### src/rtl/pmem_arbiter_if.sv
// Bundles the fetch, loader and program-memory signals around pmem_arbiter.
// slave is the arbiter's view; master is the view of the clients and the memory.
interface pmem_arbiter_if #(
  parameter int WORD_ADDR_W = 10
);
  logic                   if_req;
  logic [31:0]            if_addr;
  logic [31:0]            if_rdata;
  logic                   if_valid;
  logic                   if_stall;
  logic                   ld_req;
  logic                   ld_we;
  logic [31:0]            ld_addr;
  logic [31:0]            ld_wdata;
  logic                   ld_ack;
  logic                   ld_err;
  logic [31:0]            ld_rdata;
  logic                   mem_en;
  logic                   mem_we;
  logic [WORD_ADDR_W-1:0] mem_addr;
  logic [31:0]            mem_wdata;
  logic [31:0]            mem_rdata;

  modport slave (
    input  if_req, if_addr, ld_req, ld_we, ld_addr, ld_wdata, mem_rdata,
    output if_rdata, if_valid, if_stall, ld_ack, ld_err, ld_rdata,
           mem_en, mem_we, mem_addr, mem_wdata
  );

  modport master (
    output if_req, if_addr, ld_req, ld_we, ld_addr, ld_wdata, mem_rdata,
    input  if_rdata, if_valid, if_stall, ld_ack, ld_err, ld_rdata,
           mem_en, mem_we, mem_addr, mem_wdata
  );
endinterface

### src/rtl/pmem_arbiter.sv
// Arbitrates the single-port program memory between instruction fetch and the loader port.
// Define PMEM_ARB_STALL_CNT_EN to add the saturating stall_cnt output.
module pmem_arbiter #(
  parameter int WORD_ADDR_W  = 10,
  parameter int MAX_LD_BURST = 4
) (
  input  logic          clock,
  input  logic          reset,
  pmem_arbiter_if.slave bus
`ifdef PMEM_ARB_STALL_CNT_EN
  ,
  output logic [15:0]   stall_cnt
`endif
);

  localparam logic [3:0] MAX_B = 4'(MAX_LD_BURST);

  typedef enum logic [1:0] {
    FETCH   = 2'd0,
    LD_ACC  = 2'd1,
    LD_DONE = 2'd2
  } state_t;

  state_t                 state_q, state_d;
  logic [3:0]             burst_cnt_q, burst_cnt_d;
  logic                   err_q, err_d;
  logic                   rd_q, rd_d;
  logic                   fetch_pend_q, fetch_pend_d;
  logic [31:0]            if_rdata_q, if_rdata_d;
  logic [31:0]            ld_rdata_q, ld_rdata_d;

  logic                   ld_in_range;
  logic                   if_stall;
  logic                   ld_ack;
  logic                   ld_err;
  logic                   mem_en;
  logic                   mem_we;
  logic [WORD_ADDR_W-1:0] mem_addr;
  logic [31:0]            mem_wdata;
  logic                   unused_addr_bits;

  assign ld_in_range      = (bus.ld_addr[31:WORD_ADDR_W+2] == '0);
  assign unused_addr_bits = ^{bus.if_addr[31:WORD_ADDR_W+2], bus.if_addr[1:0], bus.ld_addr[1:0]};

  always_comb begin
    state_d      = state_q;
    burst_cnt_d  = burst_cnt_q;
    err_d        = err_q;
    rd_d         = rd_q;
    fetch_pend_d = 1'b0;
    if_stall     = 1'b0;
    ld_ack       = 1'b0;
    ld_err       = 1'b0;
    mem_en       = 1'b0;
    mem_we       = 1'b0;
    mem_addr     = '0;
    mem_wdata    = '0;
    case (state_q)
      FETCH: begin
        mem_en       = bus.if_req;
        mem_addr     = bus.if_addr[WORD_ADDR_W+1:2];
        fetch_pend_d = bus.if_req;
        // The grant cycle belongs to the burst; any FETCH cycle without a grant
        // (idle, or the forced fairness slot) ends the burst.
        if (bus.ld_req && (burst_cnt_q < MAX_B)) begin
          state_d = LD_ACC;
        end else begin
          burst_cnt_d = '0;
        end
      end
      LD_ACC: begin
        if_stall    = 1'b1;
        err_d       = !ld_in_range;
        rd_d        = !bus.ld_we;
        burst_cnt_d = burst_cnt_q + 4'd1;
        state_d     = LD_DONE;
        if (ld_in_range) begin
          mem_en    = 1'b1;
          mem_we    = bus.ld_we;
          mem_addr  = bus.ld_addr[WORD_ADDR_W+1:2];
          mem_wdata = bus.ld_wdata;
        end
      end
      LD_DONE: begin
        if_stall = 1'b1;
        ld_ack   = 1'b1;
        ld_err   = err_q;
        state_d  = FETCH;
      end
      default: state_d = FETCH;
    endcase
  end

  // Read data is passed straight through in its arrival cycle and held afterwards.
  assign if_rdata_d = fetch_pend_q ? bus.mem_rdata : if_rdata_q;
  assign ld_rdata_d = ((state_q == LD_DONE) && rd_q && !err_q) ? bus.mem_rdata : ld_rdata_q;

  always_ff @(posedge clock or negedge reset) begin
    if (!reset) begin
      state_q      <= FETCH;
      burst_cnt_q  <= '0;
      err_q        <= 1'b0;
      rd_q         <= 1'b0;
      fetch_pend_q <= 1'b0;
      if_rdata_q   <= '0;
      ld_rdata_q   <= '0;
    end else begin
      state_q      <= state_d;
      burst_cnt_q  <= burst_cnt_d;
      err_q        <= err_d;
      rd_q         <= rd_d;
      fetch_pend_q <= fetch_pend_d;
      if_rdata_q   <= if_rdata_d;
      ld_rdata_q   <= ld_rdata_d;
    end
  end

  // Memory enable/address follow if_req combinationally, so gate them while reset is low.
  assign bus.mem_en    = mem_en & reset;
  assign bus.mem_we    = mem_we;
  assign bus.mem_addr  = mem_addr & {WORD_ADDR_W{reset}};
  assign bus.mem_wdata = mem_wdata;
  assign bus.if_rdata  = if_rdata_d;
  assign bus.if_valid  = fetch_pend_q;
  assign bus.if_stall  = if_stall;
  assign bus.ld_ack    = ld_ack;
  assign bus.ld_err    = ld_err;
  assign bus.ld_rdata  = ld_rdata_d;

`ifdef PMEM_ARB_STALL_CNT_EN
  logic [15:0] stall_cnt_q, stall_cnt_d;

  assign stall_cnt_d = (if_stall && (stall_cnt_q != 16'hFFFF)) ? stall_cnt_q + 16'd1 : stall_cnt_q;

  always_ff @(posedge clock or negedge reset) begin
    if (!reset) begin
      stall_cnt_q <= '0;
    end else begin
      stall_cnt_q <= stall_cnt_d;
    end
  end

  assign stall_cnt = stall_cnt_q;
`endif

endmodule

### src/flat_wrapper.sv
// flat-port wrapper written by rule: the top's interface ports become plain ports
module pmem_arbiter_flat 
#(
  parameter int WORD_ADDR_W  = 10,
  parameter int MAX_LD_BURST = 4
)
  (clock, reset, bus_if_req, bus_if_addr, bus_ld_req, bus_ld_we, bus_ld_addr, bus_ld_wdata, bus_mem_rdata, bus_if_rdata, bus_if_valid, bus_if_stall, bus_ld_ack, bus_ld_err, bus_ld_rdata, bus_mem_en, bus_mem_we, bus_mem_addr, bus_mem_wdata);
  pmem_arbiter_if #(.WORD_ADDR_W(WORD_ADDR_W)) bus_i ();
  input  logic clock;
  input  logic reset;
  input wire logic [$bits(bus_i.if_req)-1:0] bus_if_req;
  input wire logic [$bits(bus_i.if_addr)-1:0] bus_if_addr;
  input wire logic [$bits(bus_i.ld_req)-1:0] bus_ld_req;
  input wire logic [$bits(bus_i.ld_we)-1:0] bus_ld_we;
  input wire logic [$bits(bus_i.ld_addr)-1:0] bus_ld_addr;
  input wire logic [$bits(bus_i.ld_wdata)-1:0] bus_ld_wdata;
  input wire logic [$bits(bus_i.mem_rdata)-1:0] bus_mem_rdata;
  output wire logic [$bits(bus_i.if_rdata)-1:0] bus_if_rdata;
  output wire logic [$bits(bus_i.if_valid)-1:0] bus_if_valid;
  output wire logic [$bits(bus_i.if_stall)-1:0] bus_if_stall;
  output wire logic [$bits(bus_i.ld_ack)-1:0] bus_ld_ack;
  output wire logic [$bits(bus_i.ld_err)-1:0] bus_ld_err;
  output wire logic [$bits(bus_i.ld_rdata)-1:0] bus_ld_rdata;
  output wire logic [$bits(bus_i.mem_en)-1:0] bus_mem_en;
  output wire logic [$bits(bus_i.mem_we)-1:0] bus_mem_we;
  output wire logic [$bits(bus_i.mem_addr)-1:0] bus_mem_addr;
  output wire logic [$bits(bus_i.mem_wdata)-1:0] bus_mem_wdata;
  assign bus_i.if_req = bus_if_req;
  assign bus_i.if_addr = bus_if_addr;
  assign bus_i.ld_req = bus_ld_req;
  assign bus_i.ld_we = bus_ld_we;
  assign bus_i.ld_addr = bus_ld_addr;
  assign bus_i.ld_wdata = bus_ld_wdata;
  assign bus_i.mem_rdata = bus_mem_rdata;
  assign bus_if_rdata = bus_i.if_rdata;
  assign bus_if_valid = bus_i.if_valid;
  assign bus_if_stall = bus_i.if_stall;
  assign bus_ld_ack = bus_i.ld_ack;
  assign bus_ld_err = bus_i.ld_err;
  assign bus_ld_rdata = bus_i.ld_rdata;
  assign bus_mem_en = bus_i.mem_en;
  assign bus_mem_we = bus_i.mem_we;
  assign bus_mem_addr = bus_i.mem_addr;
  assign bus_mem_wdata = bus_i.mem_wdata;
  pmem_arbiter #(.WORD_ADDR_W(WORD_ADDR_W), .MAX_LD_BURST(MAX_LD_BURST)) u_core (.clock(clock), .reset(reset), .bus(bus_i));
endmodule
### config.mk
export PLATFORM = sky130hd
export DESIGN_NAME = pmem_arbiter_flat
export DESIGN_NICKNAME = d
export VERILOG_FILES = /design/src/rtl/pmem_arbiter_if.sv /design/src/rtl/pmem_arbiter.sv /design/src/flat_wrapper.sv
export SDC_FILE = /design/constraint.sdc
export NUM_CORES = 1
export LEC_CHECK = 0
export ABC_AREA = 1
export BUFFER_PORTS_ARGS = -buffer_cell sky130_fd_sc_hd__buf_4
export CAP_MARGIN = 15
export CORE_ASPECT_RATIO = 0.5
export CORE_MARGIN = 5
export CORE_UTILIZATION = 42
export CTS_BUF_LIST = sky130_fd_sc_hd__clkbuf_4
export DETAILED_ROUTE_END_ITERATION = 8
export PLACE_DENSITY = 0.84
export SYNTH_ARGS = -nofsm -noshare
export SYNTH_HDL_FRONTEND = slang
export SYNTH_SLANG_ARGS = --single-unit
### constraint.sdc
create_clock -name clock -period 2.44 [get_ports clock]
set_input_delay 0.488 -clock clock [delete_from_list [all_inputs] [get_ports clock]]
set_output_delay 0.488 -clock clock [all_outputs]
set_load 0.01 [all_outputs]
Yosys cells after proc, flatten, opt, wreduce, memory -nomap -nowiden --
Cells that the tools add are included.
Word-level totals: flip-flop bits (word level) 73, word-level logic and storage cells 44
Cells by class: muxes and demuxes 18, add/sub/neg operators 1, reductions and logical operators 11, magnitude comparators 1, eq/ne operators 4, bitwise logic cells 2
Operators with widths (count):
- 32-bit 2-to-1 mux | 4
- 20-bit zero test | 1
- 10-bit case mux with 2 select lines | 1
- 10-bit AND | 1
- 10-bit 2-to-1 mux | 1
- 4-bit case mux with 2 select lines | 1
- 1-bit 2-to-1 mux | 7
- 4-bit by 1-bit adder with 4-bit output, second input constant | 1
- 4-bit by 3-bit < comparator with 1-bit output, second input constant | 1
- 4-bit 2-to-1 mux | 1
- 2-bit case mux with 2 select lines | 1
- 1-bit logical AND | 3
- 1-bit zero test | 3
- 2-bit by 1-bit equality test with 1-bit output, second input constant | 1
- 2-bit equality test, second input constant | 1
- 2-bit zero test | 1
- 2-bit 2-to-1 mux | 1
- 2-bit by 1-bit inequality test with 1-bit output, second input constant | 1
- 2-bit inequality test, second input constant | 1
- 1-bit case mux with 2 select lines | 1
- 2-bit AND reduction | 1
- 2-bit nonzero test | 1
- 2-bit OR reduction | 1
- 1-bit AND | 1

Logic depth before layout (Yosys ltp) --
Gate-level depths: netlist of the first run.
depth after elaboration 4, gate-level depth with buffers 9

Worst setup path after synthesis of the first run --
No wires, ideal clock.
path kind reg-to-output, start reg u_core.state_q[0], end out bus_ld_rdata[0], cell stages (with the launch flop) 6, arrival 1484 ps, path slack 468 ps, cells stage by stage dfrtp_1 > inv_1 > ha_1 > nand3b_1 > clkbuf_1 > o21ai_0
Between the ends: longest elaborated chain between the ends 4
Ends and longest elaborated chain:
- start: declaration | RTL line pmem_arbiter.sv:24 | state_t state_q, state_d;
- start signal: assignment | RTL line pmem_arbiter.sv:108 | state_q <= state_d;
- 2-bit equality test | RTL line pmem_arbiter.sv:96 | assign ld_rdata_d = ((state_q == LD_DONE) && rd_q && !err_q) ? bus.mem_rdata : ld_rdata_q;
- 1-bit logical AND (2 in a row) | RTL line pmem_arbiter.sv:96
- 32-bit 2-to-1 mux | RTL line pmem_arbiter.sv:96
- end: declaration | RTL line flat_wrapper.sv:23 | output wire logic [$bits(bus_i.ld_rdata)-1:0] bus_ld_rdata;
No other way between the ends.

Worst setup path in the final report of the first run --
start reg u_core.state_q[0], end out bus_mem_wdata[21]
Between the ends: longest elaborated chain between the ends 2
Ends and longest elaborated chain:
- 2-bit by 1-bit equality test with 1-bit output | RTL line pmem_arbiter.sv:58 | case (state_q)
- 32-bit 2-to-1 mux | RTL line pmem_arbiter.sv:58
- end: declaration | RTL line flat_wrapper.sv:27 | output wire logic [$bits(bus_i.mem_wdata)-1:0] bus_mem_wdata;
No other way between the ends.

==> metrics.csv, run 1 <==
stage,metric,value,unit
yosys,syn_avg_cell_area,8.22,µm²
final_layout,fin_cells,791,
critical_path,ff2ff_path_depth,9,
yosys,synthCells,410,
floorplanning,start_util,0.426,
timing,timing.final.max_slew_violations,0,
placement,place_congestion,0.768,
clock_network,cts_tree,built,
floorplanning,die_h,73.3,µm
placement,numPortBuffers,220,
yosys,yosysUniqueCellTypes,20,
critical_path,critPathMaxStageDelay,470,ps
critical_path,cpMaxStageDelayCell,dfrtp_1,
clock_network,cts_root_buf,clkbuf_4,
critical_path,crit_path_cell_trace,"ha_4, inv_4, nor2_4, nand2_2, nor2_4, nand3_4, buf_16, nor2_2, buf_4",
yosys,ys_warn_count,0,
critical_path,cpMostUsedCell,nor2_4,
yosys,synth_area,0.00337,mm²
global_routing,grt_max_degree,74,
power,ir_drop,0.387,mV
final_layout,utilization,0.794,
detailed_routing,drcViolationCount,0,
placement,hpwlAfterDp,8.10,mm
final_layout,final_area,0.00628,mm²
detailed_routing,ant_nets,0,
clock_network,cts.clk_slew.worst_paths,140,ps
critical_path,r2r-end,u_core.burst_cnt_q[2],
timing,setup-tns-final,-9180,ps
timing,maxSlewHeadroom,0.379,
timing,min_period,2610,ps
status,status,finished with violations,
critical_path,r2r_setup_slack,290,ps
critical_path,cp.required,1950,ps
detailed_routing,wl_per_cell,18.6,µm
clock_network,numCtsBuffers,9,
flow_run,drv_cap,0,
power,power_frac_comb,0.504,
floorplanning,row_count,23,
final_layout,diodes,0,
worst_hold_path,min_path_type,in -> async,
detailed_routing,vias,3954,
power,switchingPower,2.17,mW
detailed_routing,drtIter0Drc,274,
final_layout,drive_gt1_frac,0.591,
critical_path,crit_path_end_kind,output port,
detailed_routing,viasPerCell,5.00,
clock_network,htree_num_levels,3,
power,pwr_density_cell,865,mW/mm²
placement,pre_cts_slack,173,ps
yosys,ys_ff_latch,73,
timing,tightestPinTransition,932,ps
detailed_routing,wirelength,14.7,mm
timing,setup_violations,76,
power,totalPowerFinal,5.43,mW
final_layout,fin_nets,811,
yosys,yosysSeqAreaShare,0.542,
global_routing,grt_pass1_wl,17.1,mm
critical_path,crit_buf_inv,3,
final_layout,multi_input_area,0.00153,mm²
clock_network,cts_buffer_depth,2,
critical_path,reg2reg_from,u_core.state_q[1],
critical_path,critical_path_class,reg -> out,
placement,numPlacedInstances,731,
power,clockPowerShare,0.144,
global_routing,grt_pass1_vias,3565,
global_routing,track_usage,0.215,
final_layout,synthToLayoutAreaGrowth,86.4,%
power,p_seq_frac,0.353,
floorplanning,core,0.00791,mm²
critical_path,crit_arrival,2120,ps
global_routing,overflow,0,
critical_path,crit_family,simple AND/OR/NAND/NOR gates,
detailed_routing,drt_pass1_iterations,5,
final_layout,seqCellArea,0.00183,mm²
timing,fin_skew,13.5,ps
timing,worst_slack,-172,ps
power,swShare,0.399,
status,violations,setup timing,
timing,hold_viol_final,0,
critical_path,crit_path_start_kind,register,
timing,fmax,383,MHz
floorplanning,num_io_pins,245,
power,leakage,3.26,nW
timing,fin_crit_sh,1.07,
timing,rsz0062_at_grt,true,
floorplanning,die-width,137,µm
yosys,synth_nets,547,
global_routing,antenna_found_initial,0,
critical_path,path_max_fanout,17,
timing,whs,237,ps
placement,place_area,0.00517,mm²
floorplanning,fp.dieArea,0.0100,mm²
clock_network,clk_latency,440,ps
final_layout,n_fill_cell,437,
clock_network,clkSinkCount,73,
clock_network,hold_buffers,0,
power,internal_power,3.27,mW
-- worst max path at each step --
stage	slack [ps]	endpoint	cells past startpoint	startpoint
final	-170	bus_mem_wdata[21]	9	u_core.state_q[0]
after global routing	-270	bus_mem_wdata[21]	10	u_core.state_q[1]
after CTS	-90	bus_mem_en	10	u_core.state_q[1]
after detailed placement	170	bus_mem_addr[6]	7	bus_ld_addr[21]
after global placement	140	bus_mem_addr[2]	7	bus_ld_addr[21]
after floorplan	470	bus_ld_rdata[0]	5	u_core.state_q[0]
-- logic make-up after synthesis --
kind of cell / count (synthesis) / synth area share
AO/OA/AOI/OAI: 83 / 0.123
XOR/XNOR: 2 / 0.00520
adder cells (fa/ha/maj): 4 / 0.0149
buffers and inverters: 94 / 0.113
flip-flops: 73 / 0.542
AND/OR/NAND/NOR: 154 / 0.201
-- synth_stat cells --
| cell type | n | area [µm²] |
|---|---|---|
| buf_1 | 4 | 15.0 |
| nand3_4 | 1 | 17.5 |
| clkbuf_1 | 11 | 41.3 |
| nor2_1 | 57 | 214 |
| or2_1 | 1 | 6.26 |
| buf_6 | 3 | 33.8 |
| nor2_2 | 21 | 131 |
| inv_1 | 72 | 270 |
| dfrtp_1 | 73 | 1830 |
| nand2_1 | 61 | 229 |
| buf_2 | 2 | 10.0 |
| a21oi_1 | 43 | 215 |
| inv_2 | 1 | 3.75 |
| ha_1 | 4 | 50.1 |
| xor2_1 | 2 | 17.5 |
| buf_4 | 1 | 7.51 |
| o21ai_0 | 40 | 200 |
| nand4_1 | 10 | 62.6 |
| nand3_1 | 2 | 10.0 |
| nand3b_1 | 1 | 7.51 |
-- worst reg2reg max path: cells and delay by family (launching register included) --
family	cells	cell delay (ps)
buffers and inverters	4	490
adder cells (fa/ha/maj)	1	340
AND/OR/NAND/NOR	2	210
AO/OA/AOI/OAI	2	580
flip-flops	1	420
-- flip-flops by register name, summed over array words and instances, names as in the netlist --
| signal | cells |
|---|---|
| u_core.if_rdata_q | 32 |
| u_core.ld_rdata_q | 32 |
| u_core.burst_cnt_q | 4 |
| u_core.state_q | 2 |
| u_core.bus.if_valid | 1 |
| u_core.err_q | 1 |
| u_core.rd_q | 1 |
-- area by class of cell --
class / count / area share
timing repair buffer: 274 / 0.376
sequential: 73 / 0.291
multi-input combinational: 243 / 0.244
inverter: 73 / 0.0440
tap: 112 / 0.0223
clock inverter: 7 / 0.0114
clock buffer: 9 / 0.0108
-- cell usage in the layout (no fill, tap or decap), types with 3 or more instances in the layout --
cell and count:
a21oi_1 38, a21oi_2 5, buf_12 7, buf_16 3
buf_4 237, buf_6 23, clkbuf_16 4, clkbuf_4 9
dfrtp_1 72, inv_1 70, nand2_1 28, nand2_2 28
nand2_4 5, nand4_1 10, nor2_1 44, nor2_2 24
nor2_4 10, o21ai_0 8, o21ai_2 30
-- routing by layer --
metal | vias to the layer above | wire (µm) | track usage
met5 | - | 0 | 0
met4 | 0 | 606 | 0.0648
met3 | 59 | 890 | 0.0575
met2 | 214 | 7910 | 0.403
met1 | 1884 | 5330 | 0.243
li1 | 1797 | - | -
-- repair_timing --
item / CTS / global route
gates resized for setup: 52 / 119
cloned: 4 / 7
pin swaps: 2 / 1
setup buffers: 4 / 29
endpoints found under the setup margin: 47 / 79
-- power by group through the flow --
| stage | logic, mW | registers (mW) | clock network, mW |
|---|---|---|---|
| after floorplan | 1.04 | 1.78 | 0 |
| after global placement | 2.15 | 1.82 | 0 |
| after detailed placement | 2.22 | 1.85 | 0 |
| after CTS | 2.30 | 1.82 | 0.766 |
| after global routing | 2.91 | 1.95 | 0.845 |
| final | 2.74 | 1.92 | 0.780 |
(Power assumes the default switching activity.)
==> inputs of run 2 (changes only) <==
CORE_MARGIN = unset   (was 5)
MAX_ROUTING_LAYER = met4   (was unset)
==> run 2 against run 1 <==
Compared with the run above:
- the run still ends with setup timing left
- maximum frequency decreased by 1.6%
- routed wire length increased by 4.3%
- sequential share of layout area decreased by 0.26 points
- non-clock buffer count decreased by 20
- sequential power decreased by 2%
- hold slack improved by 34 ps
- utilization increased by 4.6 points
- critical path depth increased by 2
- worst setup slack got worse by 42 ps
- first-iteration DRC count increased by 14%
- critical path type unchanged
- critical endpoint is now bus_mem_wdata[29]
==> metrics.csv, run 2 (synthesized netlist as in run 1, its figures left out) <==
stage,metric,value,unit,change
floorplanning,die_h,65.3,µm,was 73.3 µm
timing,maxSlewHeadroom,0.393,,was 0.379
timing,min_period,2650,ps,was 2610 ps
timing,fin_crit_sh,1.09,,was 1.07
clock_network,numCtsBuffers,9,,unchanged
floorplanning,start_util,0.447,,was 0.426
detailed_routing,viasPerCell,5.22,,was 5.00
final_layout,fin_cells,767,,was 791
clock_network,cts_root_buf,clkbuf_4,,unchanged
clock_network,cts_buffer_depth,2,,unchanged
placement,numPortBuffers,220,,unchanged
critical_path,crit_path_start_kind,register,,unchanged
placement,place_congestion,0.791,,was 0.768
timing,setup_violations,75,,was 76
final_layout,reg_top3,"u_core.if_rdata_q (32), u_core.ld_rdata_q (32), u_core.burst_cnt_q (4)",,unchanged
timing,timing.final.max_slew_violations,0,,unchanged
critical_path,crit_arrival,2170,ps,was 2120 ps
power,internal_power,3.33,mW,was 3.27 mW
final_layout,layout_commonest_cell,buf_4,,unchanged
final_layout,diodes,0,,unchanged
final_layout,drive_gt1_frac,0.540,,was 0.591
timing,worst_slack,-214,ps,was -172 ps
detailed_routing,vias,4005,,was 3954
power,p_seq_frac,0.337,,was 0.353
floorplanning,core,0.00754,mm²,was 0.00791 mm²
timing,fin_skew,12.1,ps,was 13.5 ps
final_layout,synthToLayoutAreaGrowth,87.8,%,was 86.4%
clock_network,cts_tree,built,,unchanged
timing,setup-tns-final,-7690,ps,was -9180 ps
power,clockPowerShare,0.158,,was 0.144
detailed_routing,drtIter0Drc,313,,was 274
final_layout,final_cell_mix,"194 x buf_4, 72 x dfrtp_1, 70 x inv_1",,"was 237 x buf_4, 72 x dfrtp_1, 70 x inv_1"
final_layout,seqCellArea,0.00183,mm²,about the same
clock_network,cts.clk_slew.worst_paths,130,ps,was 140 ps
final_layout,fin_nets,791,,was 811
status,violations,setup timing,,unchanged
global_routing,grt_pass1_wl,17.0,mm,was 17.1 mm
global_routing,overflow,0,,unchanged
detailed_routing,drt_pass1_iterations,5,,unchanged
flow_run,drv_cap,0,,unchanged
clock_network,clkSinkCount,73,,unchanged
clock_network,clk_latency,420,ps,was 440 ps
detailed_routing,drcViolationCount,0,,unchanged
global_routing,grt_pass1_vias,3460,,was 3565
power,swShare,0.402,,was 0.399
critical_path,cp.required,1950,ps,about the same
detailed_routing,ant_nets,0,,unchanged
critical_path,path_max_fanout,9,,was 17
final_layout,n_fill_cell,409,,was 437
floorplanning,row_count,22,,was 23
floorplanning,num_io_pins,245,,unchanged
timing,rsz0062_at_grt,true,,unchanged
critical_path,critical_path_class,reg -> out,,unchanged
status,status,finished with violations,,unchanged
global_routing,antenna_found_initial,0,,unchanged
placement,numPlacedInstances,726,,was 731
critical_path,crit_path_end_kind,output port,,unchanged
power,switchingPower,2.24,mW,was 2.17 mW
clock_network,htree_num_levels,3,,unchanged
floorplanning,die-width,129,µm,was 137 µm
placement,hpwlAfterDp,7.48,mm,was 8.10 mm
detailed_routing,wl_per_cell,20.0,µm,was 18.6 µm
timing,tightestPinTransition,910,ps,was 932 ps
power,ir_drop,0.483,mV,was 0.387 mV
timing,fmax,377,MHz,was 383 MHz
final_layout,multi_input_area,0.00165,mm²,was 0.00153 mm²
power,pwr_density_cell,879,mW/mm²,was 865 mW/mm²
clock_network,hold_buffers,0,,unchanged
global_routing,track_usage,0.277,,was 0.215
power,power_frac_comb,0.505,,was 0.504
floorplanning,fp.dieArea,0.00841,mm²,was 0.0100 mm²
worst_hold_path,min_path_type,in -> async,,unchanged
global_routing,grt_max_degree,74,,unchanged
power,leakage,3.23,nW,was 3.26 nW
timing,hold_viol_final,0,,unchanged
detailed_routing,wirelength,15.4,mm,was 14.7 mm
[run 2: metrics by stage]
| step | power, mW | util | cell area, µm² | setup WS, ps | hold WS [ps] |
|---|---|---|---|---|---|
| final | 5.57 | 0.839 | 6330 | -214 | 271 |
| after global routing | 5.80 | 0.839 | 6330 | -269 | 279 |
| after CTS | 4.97 | 0.755 | 5690 | -109 | 264 |
| after detailed placement | 4.02 | 0.683 | 5150 | 246 | 488 |
| after global placement | 3.94 | 0.683 | 5150 | 296 | 468 |
| after floorplan | 2.82 | - | 3370 | 468 | 192 |
[run 2: routing by layer]
| metal | vias up | GRT usage | share of wire |
|---|---|---|---|
| met3 | 115 | 0.0521 | 0.073 |
| met1 | 1849 | 0.285 | 0.34 |
| li1 | 1754 | - | - |
| met4 | 0 | 0.121 | 0.077 |
| met2 | 287 | 0.526 | 0.51 |
| met5 | - | - | 0 |
[run 2: critical path, cell delays in order, from the launching register on]
cell and delay (ps):
dfrtp_1 440, inv_2 120, ha_4 160, inv_4 50, nor2_4 80, nand2_2 70, nor2_4 120, nand3_4 110
buf_12 180, buf_16 150, nor2_2 110, buf_4 140
[run 2: area by class of cell]
class / instances / share of cell area
timing repair buffer: 254 / 0.360
inverter: 73 / 0.0437
sequential: 73 / 0.289
multi-input combinational: 243 / 0.261
clock buffer: 9 / 0.0107
clock inverter: 7 / 0.0150
tap: 108 / 0.0214
[run 2: timing repair]
item | 4_1_cts | 5_1_grt
pin swaps | 3 | 9
buffers inserted | 6 | 10
endpoints found under the setup margin | 51 | 76
gates cloned | 5 | 5
gates resized for setup | 81 | 118
[run 2: power groups by stage]
stage	clock [mW]	combinational [mW]	sequential, mW
5_1_grt	0.943	2.96	1.90
4_1_cts	0.863	2.29	1.82
3_5_place_dp	0	2.18	1.84
6_report	0.877	2.81	1.88
3_3_place_gp	0	2.13	1.81
2_1_floorplan	0	1.04	1.78
[run 2: final timing paths]
| path | depth (start not counted) | slack (ps) | to | startpoint |
|---|---|---|---|---|
| max reg2reg | 7 | 290 | u_core.burst_cnt_q[2] | u_core.state_q[1] |
| max in group asynchronous | 2 | 1550 | u_core.bus.if_valid | reset |
| max | 11 | -210 | bus_mem_wdata[29] | u_core.state_q[1] |
| min | 2 | 270 | u_core.ld_rdata_q[29] | reset |
| min in group clock | 2 | 280 | u_core.rd_q | bus_ld_we |
| min reg2reg | 2 | 490 | u_core.ld_rdata_q[7] | u_core.ld_rdata_q[7] |
==> inputs of run 3 (changes only) <==
clock period = 2.75 ns   (was 2.44 ns; I/O delays follow)
==> run 3 against run 2 <==
Compared with the run above:
- cell count down 2.3%
- the run now ends clean
- die area unchanged
- first-iteration DRC count down 53%
- clock skew down 4.5 ps
- power down 24%
- sequential power down 14%
- combinational power down 29%
==> metrics.csv, run 3 (synthesized netlist as in run 1, its figures left out) <==
stage,metric,value,unit,change
status,status,"finished, final reports clean",,was finished with violations
timing,setup-tns-final,0,ps,was -7690 ps
global_routing,overflow,0,,unchanged
power,pwr_density_cell,784,mW/mm²,was 879 mW/mm²
critical_path,ff2ff_path_depth,7,,unchanged
final_layout,drive_gt1_frac,0.435,,was 0.540
placement,place_area,0.00512,mm²,was 0.00515 mm²
final_layout,diodes,0,,unchanged
clock_network,hold_buffers,0,,unchanged
timing,min_period,2670,ps,
placement,pre_cts_slack,236,ps,was 246 ps
timing,timing.final.max_slew_violations,0,,unchanged
timing,fin_skew,7.54,ps,was 12.1 ps
final_layout,final_cell_mix,"229 x buf_4, 72 x dfrtp_1, 71 x inv_1",,"was 194 x buf_4, 72 x dfrtp_1, 70 x inv_1"
floorplanning,start_util,0.447,,unchanged
detailed_routing,wirelength,9.89,mm,was 15.4 mm
clock_network,cts_tree,built,,unchanged
placement,hpwlAfterDp,7.37,mm,was 7.48 mm
floorplanning,fp.dieArea,0.00841,mm²,unchanged
detailed_routing,drtIter0Drc,148,,was 313
detailed_routing,drcViolationCount,0,,unchanged
critical_path,crit_path_end_kind,output port,,unchanged
timing,tightestPinTransition,894,ps,was 910 ps
critical_path,critical_path_class,reg -> out,,unchanged
timing,fin_crit_sh,0.970,,
clock_network,htree_num_levels,3,,unchanged
timing,worst_slack,83.6,ps,was -214 ps
floorplanning,die_h,65.3,µm,unchanged
final_layout,synthToLayoutAreaGrowth,60.5,%,was 87.8%
power,ir_drop,0.335,mV,was 0.483 mV
global_routing,grt_pass1_vias,3123,,was 3460
detailed_routing,wl_per_cell,13.2,µm,was 20.0 µm
global_routing,grt_max_degree,74,,unchanged
final_layout,reg_top3,"u_core.if_rdata_q (32), u_core.ld_rdata_q (32), u_core.burst_cnt_q (4)",,unchanged
power,leakage,2.97,nW,was 3.23 nW
clock_network,cts_buffer_depth,2,,unchanged
final_layout,n_fill_cell,593,,was 409
global_routing,antenna_found_initial,0,,unchanged
critical_path,path_max_fanout,8,,was 9
clock_network,cts.clk_slew.worst_paths,110,ps,was 130 ps
detailed_routing,viasPerCell,4.55,,was 5.22
final_layout,utilization,0.717,,was 0.839
floorplanning,die-width,129,µm,unchanged
critical_path,cp.required,2200,ps,was 1950 ps
clock_network,clkSinkCount,73,,unchanged
final_layout,seqCellArea,0.00183,mm²,unchanged
clock_network,numCtsBuffers,9,,unchanged
detailed_routing,ant_nets,0,,unchanged
floorplanning,core,0.00754,mm²,unchanged
power,totalPowerFinal,4.24,mW,was 5.57 mW
detailed_routing,vias,3409,,was 4005
floorplanning,row_count,22,,unchanged
placement,numPortBuffers,220,,unchanged
placement,place_congestion,0.831,,was 0.791
flow_run,drv_cap,0,,unchanged
worst_hold_path,min_path_type,in -> async,,unchanged
timing,fmax,375,MHz,
timing,maxSlewHeadroom,0.404,,was 0.393
final_layout,fin_nets,774,,was 791
final_layout,final_area,0.00541,mm²,was 0.00633 mm²
clock_network,cts_root_buf,clkbuf_4,,unchanged
global_routing,grt_pass1_wl,14.8,mm,was 17.0 mm
detailed_routing,drt_pass1_iterations,4,,was 5
critical_path,crit_arrival,2120,ps,was 2170 ps
critical_path,crit_path_start_kind,register,,unchanged
timing,hold_viol_final,0,,unchanged
final_layout,multi_input_area,0.00121,mm²,was 0.00165 mm²
floorplanning,num_io_pins,245,,unchanged
timing,setup_violations,0,,was 75
final_layout,layout_commonest_cell,buf_4,,unchanged
clock_network,clk_latency,400,ps,was 420 ps
critical_path,r2r_setup_slack,770,ps,was 290 ps
global_routing,track_usage,0.241,,was 0.277
[run 3: cell types whose count changed in the layout (fill, tap and decap cells not counted), moves of 15 or more]
cell | previous run | this run
o21ai_2 | 15 | 0
buf_6 | 48 | 4
nor2_4 | 26 | 4
o21ai_0 | 8 | 40
buf_4 | 194 | 229
o21ai_4 | 17 | 0
[run 3: metal layers]
layer,vias to the layer above,track usage,share of wire,wire length [µm]
li1,1720,-,-,-
met1,1555,0.276,0.40,3990
met2,109,0.416,0.53,5230
met3,25,0.0627,0.045,449
met4,0,0.0824,0.023,223
met5,-,-,0,0
[run 3: stage by stage]
step / instances / hold WS, ps
after floorplan: 410 / 254
after global placement: 725 / 469
after detailed placement: 725 / 486
after CTS: 741 / 329
after global routing: 749 / 330
final: 749 / 341
[run 3: repair_timing]
action / in CTS / in global routing
resized for setup: 5 / 13
cloned: 1 / 1
pin swaps: 0 / 1
hold endpoints to repair: 0 / 0
buffers inserted: 0 / 7
endpoints found under the setup margin: 29 / 54
[run 3: final timing paths]
path	startpoint	end
max in group asynchronous	reset	u_core.bus.if_valid
min	reset	u_core.ld_rdata_q[28]
min reg2reg	u_core.ld_rdata_q[12]	u_core.ld_rdata_q[12]
min in group clock	bus_ld_we	u_core.rd_q
max reg2reg	u_core.state_q[0]	u_core.burst_cnt_q[2]
max	u_core.state_q[1]	bus_mem_wdata[11]
[run 3: cell type report]
type	count	area share
multi-input combinational	244	0.224
timing repair buffer	236	0.338
clock inverter	4	0.00833
sequential	73	0.338
clock buffer	11	0.0153
tap	108	0.0250
inverter	73	0.0511
[run 3: power by group]
part           internal, mW  total, mW  switching (mW)
sequential             1.46       1.62           0.158
combinational         0.941       1.99            1.05
clock                 0.288      0.626           0.338
total                  2.69       4.24            1.55
[run 3: worst max-delay path, cell delays in order, from the launching register on]
cell and delay (ps):
dfrtp_1 410, inv_2 90, ha_4 170, inv_4 50, nor2_4 70, nand2_2 60
nor2_4 190, nand3_4 180, buf_6 190, nor2_1 140, buf_4 150
